**src/rtl/bf_pkg.sv**
```systemverilog
// Shared beamformer constants: operand format, saturation limits and the
// sequencing states used by the transmit splitter and receive combiner.
package bf_pkg;

  localparam int DW      = 18;
  localparam int FRAC    = 17;
  localparam int SAT_MAX = (1 << (DW - 1)) - 1;
  localparam int SAT_MIN = -(1 << (DW - 1));

  typedef enum logic [2:0] {
    IDLE = 3'd0,
    CH0  = 3'd1,
    CH1  = 3'd2,
    CH2  = 3'd3,
    CH3  = 3'd4,
    DONE = 3'd5
  } bf_state_e;

endpackage

```
**src/rtl/cmul_sat.sv**
```systemverilog
// Combinational complex multiply y = a * b, full-precision products,
// arithmetic right shift by FRAC (floor) and saturation back to DW bits.
module cmul_sat #(
  parameter int DW   = bf_pkg::DW,
  parameter int FRAC = bf_pkg::FRAC
) (
  input  logic signed [DW-1:0] a_i,
  input  logic signed [DW-1:0] a_q,
  input  logic signed [DW-1:0] b_i,
  input  logic signed [DW-1:0] b_q,
  output logic signed [DW-1:0] y_i,
  output logic signed [DW-1:0] y_q
);

  localparam int PW = 2 * DW;
  localparam int SW = 2 * DW + 1;
  localparam logic signed [SW-1:0] Y_MAX = SW'((longint'(1) <<< (DW - 1)) - 1);
  localparam logic signed [SW-1:0] Y_MIN = SW'(-(longint'(1) <<< (DW - 1)));

  // Operands are sign-extended to PW bits; the low PW bits of that product
  // equal the exact signed product because it always fits in PW bits.
  logic [PW-1:0] p_ii, p_qq, p_iq, p_qi;
  assign p_ii = {{DW{a_i[DW-1]}}, a_i} * {{DW{b_i[DW-1]}}, b_i};
  assign p_qq = {{DW{a_q[DW-1]}}, a_q} * {{DW{b_q[DW-1]}}, b_q};
  assign p_iq = {{DW{a_i[DW-1]}}, a_i} * {{DW{b_q[DW-1]}}, b_q};
  assign p_qi = {{DW{a_q[DW-1]}}, a_q} * {{DW{b_i[DW-1]}}, b_i};

  logic signed [SW-1:0] re_full, im_full, re_sh, im_sh;
  assign re_full = $signed({p_ii[PW-1], p_ii}) - $signed({p_qq[PW-1], p_qq});
  assign im_full = $signed({p_iq[PW-1], p_iq}) + $signed({p_qi[PW-1], p_qi});
  assign re_sh   = re_full >>> FRAC;
  assign im_sh   = im_full >>> FRAC;

  // Clamp both rails to the DW-bit signed range.
  always_comb begin
    y_i = re_sh[DW-1:0];
    y_q = im_sh[DW-1:0];
    if (re_sh > Y_MAX)      y_i = Y_MAX[DW-1:0];
    else if (re_sh < Y_MIN) y_i = Y_MIN[DW-1:0];
    if (im_sh > Y_MAX)      y_q = Y_MAX[DW-1:0];
    else if (im_sh < Y_MIN) y_q = Y_MIN[DW-1:0];
  end

endmodule

```
**src/rtl/tx_beam_splitter_4.sv**
```systemverilog
// Transmit beam splitter: one complex sample in, four weighted antenna
// samples out, using a single complex multiplier stepped over the channels.
module tx_beam_splitter_4 #(
  parameter int DW   = bf_pkg::DW,
  parameter int FRAC = bf_pkg::FRAC
) (
  input  logic                 clk,
  input  logic                 rst,
  input  logic signed [DW-1:0] sI,
  input  logic signed [DW-1:0] sQ,
  input  logic                 s_valid,
  output logic                 s_ready,
  input  logic                 w_wr_en,
  input  logic [1:0]           w_addr,
  input  logic signed [DW-1:0] w_wrI,
  input  logic signed [DW-1:0] w_wrQ,
  output logic signed [DW-1:0] x1I,
  output logic signed [DW-1:0] x2I,
  output logic signed [DW-1:0] x3I,
  output logic signed [DW-1:0] x4I,
  output logic signed [DW-1:0] x1Q,
  output logic signed [DW-1:0] x2Q,
  output logic signed [DW-1:0] x3Q,
  output logic signed [DW-1:0] x4Q,
  output logic                 x_valid
);

  import bf_pkg::*;

  // Largest positive Q1.(DW-1) value: the reset weight, just under unity.
  localparam logic signed [DW-1:0] W_UNITY = {1'b0, {(DW - 1){1'b1}}};

  bf_state_e state_q, state_d;
  logic signed [DW-1:0] s_i_q, s_i_d, s_q_q, s_q_d;
  logic signed [DW-1:0] sh_i_q[4], sh_i_d[4], sh_q_q[4], sh_q_d[4];
  logic signed [DW-1:0] act_i_q[4], act_i_d[4], act_q_q[4], act_q_d[4];
  logic signed [DW-1:0] x_i_q[4], x_i_d[4], x_q_q[4], x_q_d[4];
  logic [1:0]           ch_sel;
  logic signed [DW-1:0] prod_i, prod_q;

  // Channel currently fed to the multiplier, derived from the sequencing state.
  always_comb begin
    ch_sel = 2'd0;
    case (state_q)
      CH1:     ch_sel = 2'd1;
      CH2:     ch_sel = 2'd2;
      CH3:     ch_sel = 2'd3;
      default: ch_sel = 2'd0;
    endcase
  end

  cmul_sat #(.DW(DW), .FRAC(FRAC)) u_cmul (
    .a_i (act_i_q[ch_sel]),
    .a_q (act_q_q[ch_sel]),
    .b_i (s_i_q),
    .b_q (s_q_q),
    .y_i (prod_i),
    .y_q (prod_q)
  );

  // Next-state logic: shadow weight writes, sample capture and channel stepping.
  always_comb begin
    state_d = state_q;
    s_i_d   = s_i_q;
    s_q_d   = s_q_q;
    sh_i_d  = sh_i_q;
    sh_q_d  = sh_q_q;
    act_i_d = act_i_q;
    act_q_d = act_q_q;
    x_i_d   = x_i_q;
    x_q_d   = x_q_q;

    // The shadow bank is always writable; the active bank only changes on
    // sample capture, and it takes the pre-edge shadow contents.
    if (w_wr_en) begin
      sh_i_d[w_addr] = w_wrI;
      sh_q_d[w_addr] = w_wrQ;
    end

    case (state_q)
      IDLE: begin
        if (s_valid) begin
          s_i_d   = sI;
          s_q_d   = sQ;
          act_i_d = sh_i_q;
          act_q_d = sh_q_q;
          state_d = CH0;
        end
      end
      CH0, CH1, CH2, CH3: begin
        x_i_d[ch_sel] = prod_i;
        x_q_d[ch_sel] = prod_q;
        case (state_q)
          CH0:     state_d = CH1;
          CH1:     state_d = CH2;
          CH2:     state_d = CH3;
          default: state_d = DONE;
        endcase
      end
      DONE:    state_d = IDLE;
      default: state_d = IDLE;
    endcase
  end

  // State register; reset wins over any concurrent weight write.
  always_ff @(posedge clk) begin
    if (rst) begin
      state_q <= IDLE;
      s_i_q   <= '0;
      s_q_q   <= '0;
      for (int i = 0; i < 4; i++) begin
        sh_i_q[i]  <= W_UNITY;
        sh_q_q[i]  <= '0;
        act_i_q[i] <= W_UNITY;
        act_q_q[i] <= '0;
        x_i_q[i]   <= '0;
        x_q_q[i]   <= '0;
      end
    end else begin
      state_q <= state_d;
      s_i_q   <= s_i_d;
      s_q_q   <= s_q_d;
      sh_i_q  <= sh_i_d;
      sh_q_q  <= sh_q_d;
      act_i_q <= act_i_d;
      act_q_q <= act_q_d;
      x_i_q   <= x_i_d;
      x_q_q   <= x_q_d;
    end
  end

  assign s_ready = (state_q == IDLE);
  assign x_valid = (state_q == DONE);

  assign x1I = x_i_q[0];
  assign x2I = x_i_q[1];
  assign x3I = x_i_q[2];
  assign x4I = x_i_q[3];
  assign x1Q = x_q_q[0];
  assign x2Q = x_q_q[1];
  assign x3Q = x_q_q[2];
  assign x4Q = x_q_q[3];

endmodule

```
**config.mk**
```make
export PLATFORM = sky130hd
export DESIGN_NAME = tx_beam_splitter_4
export DESIGN_NICKNAME = d
export VERILOG_FILES = /design/src/rtl/bf_pkg.sv /design/src/rtl/cmul_sat.sv /design/src/rtl/tx_beam_splitter_4.sv
export SDC_FILE = /design/constraint.sdc
export NUM_CORES = 2
export LEC_CHECK = 0
export CAP_MARGIN = 10
export CORE_MARGIN = 1
export CORE_UTILIZATION = 37
export CTS_CLUSTER_SIZE = 24
export DETAILED_ROUTE_END_ITERATION = 8
export SLEW_MARGIN = 15
export SYNTH_ARGS = -nofsm -noshare
export SYNTH_HDL_FRONTEND = slang
export SYNTH_HIERARCHICAL = 1
export SYNTH_SLANG_ARGS = --single-unit
```
**constraint.sdc**
```tcl
create_clock -name clk -period 9 [get_ports clk]
set_input_delay 1.8 -clock clk [delete_from_list [all_inputs] [get_ports clk]]
set_output_delay 1.8 -clock clk [all_outputs]
set_load 0.02 [all_outputs]
```
# Word-level counts from Yosys, hierarchy flattened
# Cells that the tools add are included.
# totals
reg_bits	471
input_bits	78
output_inout_bits	146
word_cells	76
# op_classes
add_sub_neg	2
multipliers	4
order_cmp	8
n_eq_ne	6
n_mux	22
bitwise	2
reduce_logical	5
# op_table
operator	n
72-bit bitwise mux	4
18-bit 2-to-1 mux	10
18-bit by 18-bit multiplier with 36-bit output	4
18-bit binary-select mux with 2-bit select	2
18-bit demux with 2-bit select	2
20-bit by 18-bit > comparator with 1-bit output, second input constant	2
20-bit by 18-bit < comparator with 1-bit output, second input constant	2
36-bit by 36-bit adder with 37-bit output	1
36-bit by 36-bit subtractor with 37-bit output	1
3-bit case mux with 3 select lines	1
3-bit by 2-bit == test with 1-bit output, second input constant	2
3-bit == test, second input constant	2
3-bit >= comparator, second input constant	2
3-bit by 1-bit < comparator with 1-bit output, second input constant	2
2-bit inverter with 3-bit output	2
2-bit case mux with 3 select lines	1
3-bit case mux with 2 select lines	1
4-bit OR reduction	1
3-bit by 1-bit == test with 1-bit output, second input constant	1
3-bit logical NOT	1
3-bit 2-to-1 mux	1
1-bit logical AND	2
2-bit != test, second input constant	1
2-bit AND reduction	1

# Longest topological paths before layout
# logic_depth
ltp_word	12
depth_mapped	40
ltp_nobuf	33

# By module
# Netlist, hierarchy kept.
# modules_own_cells
module	n_inst	cells_per_inst	area_per_inst_um2	seq_area_each_um2
cmul_sat	1	5353	49233.5	0.0
tx_beam_splitter_4	1	2189	17740.8	9429.0

# Least setup slack after synthesis
# No wires, ideal clock.
# synth_timing
path_kind	register to register
start	register state_q[1]
end	register x_i_q (netlist bit x1I[12])
setup_ps	70
arrival_time_ps	9084
required_time_ps	8930
slack_ps	-154
stages_incl_launch_ff	37
path_buffers	6
synth_period_minus_slack_ps	9154
cell_sequence	dfxtp_1 -> or2b_1 -> buf_2 -> and2_4 -> buf_6 -> a221o_1 -> clkbuf_1 -> clkbuf_1 -> nand2_1 -> inv_1 -> fa_1 -> fa_1 -> fa_1 -> inv_1 -> fa_1 -> inv_1 -> fa_1 -> fa_1 -> fa_1 -> inv_1 -> fa_1 -> inv_1 -> ha_1 -> clkbuf_1 -> a21o_1 -> a21o_1 -> a21oi_1 -> o21ai_0 -> a22o_1 -> a31o_2 -> xnor2_1 -> a21o_1 -> inv_1 -> clkbuf_2 -> o21ai_0 -> nand2_1 -> a21oi_1
# synth_between
elab_chain_cells	12
elab_cells_between_ends	26
classes_between	1 x add/sub; 2 x mul; 4 x order compare; 4 x eq/ne; 12 x mux; 1 x bitwise; 2 x reduce/logical
# synth_lines
item	line_no	text
from (decl)	tx_beam_splitter_4.sv:33	bf_state_e state_q, state_d;
from (signal assigned)	tx_beam_splitter_4.sv:120	state_q <= state_d;
3-bit == test or 3-bit by 2-bit == test with 1-bit output (tied branches)	tx_beam_splitter_4.sv:44	case (state_q)
2-bit case mux with 3 select lines (*)	tx_beam_splitter_4.sv:44	
2-bit inverter with 3-bit output (not written as such) (*)	tx_beam_splitter_4.sv:53, tx_beam_splitter_4.sv:54	
18-bit binary-select mux with 2-bit select, on equally long branches	tx_beam_splitter_4.sv:53, tx_beam_splitter_4.sv:54	
18-bit 2-to-1 mux, on equally long branches (2 in a row)	tx_beam_splitter_4.sv:53, tx_beam_splitter_4.sv:54	
18-bit by 18-bit multiplier with 36-bit output, on equally long branches	cmul_sat.sv:23, cmul_sat.sv:24	
36-bit by 36-bit subtractor with 37-bit output (*)	cmul_sat.sv:29	assign re_full = $signed({p_ii[PW-1], p_ii}) - $signed({p_qq[PW-1], p_qq});
20-bit by 18-bit < comparator with 1-bit output	cmul_sat.sv:39	else if (re_sh < Y_MIN) y_i = Y_MIN[DW-1:0];
18-bit 2-to-1 mux	cmul_sat.sv:39	
18-bit 2-to-1 mux (*)	cmul_sat.sv:38	if (re_sh > Y_MAX) y_i = Y_MAX[DW-1:0];
via prod_i[12]	tx_beam_splitter_4.sv:39	logic signed [DW-1:0] prod_i, prod_q;
72-bit bitwise mux (*)	tx_beam_splitter_4.sv:91	x_i_d[ch_sel] = prod_i;
to (signal assigned)	tx_beam_splitter_4.sv:127	x_i_q <= x_i_d;
to (decl)	tx_beam_splitter_4.sv:37	logic signed [DW-1:0] x_i_q[4], x_i_d[4], x_q_q[4], x_q_d[4];
# Mark *: on every way through the listed nets, which the timed path passes. The rest lies on a longest branch. The select of a mux whose other input is x is not followed.
# A chain may end at the register's enable or synchronous reset.

# Worst setup path in the final report
# layout_timing
start	register state_q[2]
end	register x_q_q (netlist bit x1Q[13])
# layout_between
elab_chain_cells	12
elab_cells_between_ends	26
classes_between	1 x add/sub; 2 x mul; 4 x order compare; 4 x eq/ne; 12 x mux; 1 x bitwise; 2 x reduce/logical
# layout_lines
item	line_no	text
3-bit == test or 3-bit by 2-bit == test with 1-bit output (tied branches)	tx_beam_splitter_4.sv:44	
2-bit case mux with 3 select lines (*)	tx_beam_splitter_4.sv:44	
2-bit inverter with 3-bit output (not written as such) (*)	tx_beam_splitter_4.sv:53, tx_beam_splitter_4.sv:54	
18-bit binary-select mux with 2-bit select, on equally long branches	tx_beam_splitter_4.sv:53, tx_beam_splitter_4.sv:54	
18-bit 2-to-1 mux, on equally long branches (2 in a row)	tx_beam_splitter_4.sv:53, tx_beam_splitter_4.sv:54	
18-bit by 18-bit multiplier with 36-bit output, on equally long branches	cmul_sat.sv:25, cmul_sat.sv:26	
36-bit by 36-bit adder with 37-bit output (*)	cmul_sat.sv:30	assign im_full = $signed({p_iq[PW-1], p_iq}) + $signed({p_qi[PW-1], p_qi});
20-bit by 18-bit < comparator with 1-bit output	cmul_sat.sv:41	else if (im_sh < Y_MIN) y_q = Y_MIN[DW-1:0];
18-bit 2-to-1 mux	cmul_sat.sv:41	
18-bit 2-to-1 mux (*)	cmul_sat.sv:40	if (im_sh > Y_MAX) y_q = Y_MAX[DW-1:0];
via prod_q[13]	tx_beam_splitter_4.sv:39	
72-bit bitwise mux (*)	tx_beam_splitter_4.sv:92	x_q_d[ch_sel] = prod_q;
to (signal assigned)	tx_beam_splitter_4.sv:128	x_q_q <= x_q_d;
to (decl)	tx_beam_splitter_4.sv:37	
# Marked as above.

==> results.tsv <==
metric	value	unit
Layout fillers	17500	
Worst slew margin	0.283	
Critical Path AT	9.78	ns
first-pass GRT wire length	320	mm
layout cells sized above 1	0.113	
unrepaired setup endpoints after global routing	yes	
NumNets Final	9816	
DIE AREA	0.183	sq mm
DP Cell Count	10200	
Gate Count Post-Synth	7542	
setup violators final	132	
Yosys reg bits	471	
core region area	0.179	sq mm
Root Buffer Master	clkbuf_16	
area grow syn2layout	16.8	%
YS warnings	6	
clk slew on worst S/H paths	0.07	ns
Most Frequent Cell on Critical Path	fa_1	
TNS Setup	-28.84	ns
Synth Cell Area	0.0670	sq mm
Hold Vio Cnt, Final	0	
Worst Path Max Fanout	13	
Syn Area/Cell	8.88	sq um
status	complete, but fails checks	
Post-synth EDFFs	0	
largest net degree at the start of global routing	195	
register area share after synthesis	0.141	
Post-Route WL	200	mm
Max-Cap Viols	0	
Layout Cells excl Fill	10300	
critical path type	register to register	
chip width	427	um
most frequent cells in the layout	1565 x inv_1, 1533 x nand2_1, 1452 x fa_1	
cts hold-fix bufs	0	
drt first pass iters	8	
Final Cycle Share	1.04	
placed cell areas	0.0757	sq mm
Post-DRT Antenna Nets	0	
Initial Util	0.374	
worst stage delay on the critical path	0.57	ns
most area-consuming cells after synthesis	fa_1 44%, dfxtp_1 14%, inv_1 8.8%, nand2_1 8.6%, ha_1 5.9%	
register area	0.00943	sq mm
CTS max path bufs	3	
IO Port Bufs	223	
Total GRT Usage	0.227	
initial antenna violation count	8	
H-Tree Depth	2	
crit path time final	9.34	ns
hold slack	0.418	ns
via count	50700	
vias in the first global route	55700	
Syn Nets	9404	
final worst slack	-0.341	ns
area leader, netlist	fa_1	
Worst setup EP type	register	
worst endpoint required time	9.44	ns
Post-synth ARST share	0	
crit path launch type	register	
Slew Viols, Final	0	
final instance area	0.0782	sq mm
Multi-input gate area	0.0505	sq mm
Via density	4.90	
detailed placement HPWL	156	mm
post-synth top area share	0.439	
Iter 0 DRT Violations	2943	
Synth Flop Type	dfxtp_1	
GRT overflow	0	
Crit-path slowest cell	fa_1	
worst slew pin tran	1.08	ns
Clk Latency, worst-skew pair	0.62	ns
GP Congestion	0.899	
violated checks	setup timing	
clk sinks	471	
Remaining DRCs	0	
cts bufs inserted	45	
most common cell after layout, fill and taps aside	inv_1	
Die Ht	427	um
site row count	155	
Max Clk Rate	107	MHz
io pins	224	
wire per inst	19.3	um
Clock Skews	0.0428	ns
TritonCTS clock tree	done	
count of cell types in the netlist	73	
HP Class	register to register	
==> routing by layer <==
| layer | vias to the layer above | global-route usage | share of wire | wire (um) |
|---|---|---|---|---|
| met1 | 26000 | 0.290 | 0.41 | 82200 |
| met5 | - | 0 | 0.00027 | 53 |
| met3 | 324 | 0.0403 | 0.066 | 13200 |
| met2 | 1437 | 0.385 | 0.49 | 96900 |
| li1 | 22900 | - | - | - |
| met4 | 10 | 0.0767 | 0.037 | 7360 |
==> registers in the layout (all words and copies together) (netlist names) <==
register,count
x3I,18
x1Q,18
x1I,18
x4Q,18
x4I,18
act_i_q,72
act_q_q,72
x3Q,18
s_i_q,18
state_q,3
s_q_q,18
x2I,18
sh_q_q,72
x2Q,18
sh_i_q,72
==> cells by family after synthesis <==
family,Yosys count,share of synthesized area
buffers and inverters,2043,0.117
DFF,471,0.141
muxes,38,0.00572
AOI/OAI and AO/OA,560,0.0483
adders and majority gates,1784,0.498
and+or+nand+nor,2564,0.179
xor gates and xnor gates,82,0.0107
==> cell usage after synthesis, drive strengths merged, types with 3 or more instances <==
| library cell | instances |
|---|---|
| o22ai | 3 |
| buf | 77 |
| o21a | 3 |
| xor2 | 20 |
| a221oi | 5 |
| nand2 | 1542 |
| o21ai | 61 |
| and3 | 7 |
| xnor2 | 62 |
| ha | 316 |
| a211oi | 4 |
| inv | 1575 |
| a41oi | 4 |
| a221o | 36 |
| nor3 | 148 |
| a21oi | 384 |
| clkbuf | 391 |
| nand2b | 33 |
| dfxtp | 471 |
| nand3 | 13 |
| a21o | 29 |
| o211ai | 3 |
| nor2b | 7 |
| nand3b | 72 |
| nand4 | 12 |
| nor2 | 178 |
| a31oi | 4 |
| fa | 1468 |
| and2 | 524 |
| or3b | 5 |
| a31o | 4 |
| o21bai | 5 |
| nor3b | 5 |
| mux2i | 36 |
| and3b | 4 |
==> critical path: cells and delay by family, from the launching register on <==
family,cells,cell delay [ns]
adders and majority gates,9,4.32
buffers and inverters,9,1.27
DFF,1,0.36
AOI/OAI and AO/OA,5,1.19
muxes,1,0.26
and+or+nand+nor,10,1.71
==> cell type report <==
cell class                      instances  area share
Clock inverter                         19     0.00285
Sequential cell                       471       0.121
Clock buffer                           58      0.0162
Multi-Input combinational cell       5028       0.645
Antenna cell                            2   0.0000640
Timing Repair Buffer                  832       0.101
Inverter                             1575      0.0757
Timing Repair inverter                  1   0.0000960
Tap cell                             2355      0.0377
==> path summary, 6_finish.rpt <==
path                                               from                  endpoint  slack (ns)  cells past startpoint
worst max-delay path            state_q[2]$_SDFFE_PP0P_      x1Q[13]$_SDFFE_PP0P_       -0.34                     34
worst min-delay path            sh_q_q[28]$_SDFFE_PP0P_  act_q_q[28]$_SDFFE_PP0P_        0.42                      2
worst max register to register  state_q[2]$_SDFFE_PP0P_      x1Q[13]$_SDFFE_PP0P_       -0.34                     34
worst min register to register  sh_q_q[28]$_SDFFE_PP0P_  act_q_q[28]$_SDFFE_PP0P_        0.42                      2
==> metrics by stage <==
stage          setup slack [ns]  utilization
2_1_floorplan           -0.0711            -
3_3_place_gp             -0.813        0.422
3_5_place_dp              -1.01        0.422
4_1_cts                  -0.249        0.435
5_1_grt                  -0.551        0.437
6_report                 -0.341        0.437
==> timing repair <==
action	4_1_cts	5_1_grt
gates resized for setup	133	62
endpoints found under the setup margin	140	141
gates cloned	2	0
setup buffers	16	6
pin swaps	47	27
Power is not shown: default switching activity piles up to over one toggle a cycle in this logic, so the estimate is an artifact.
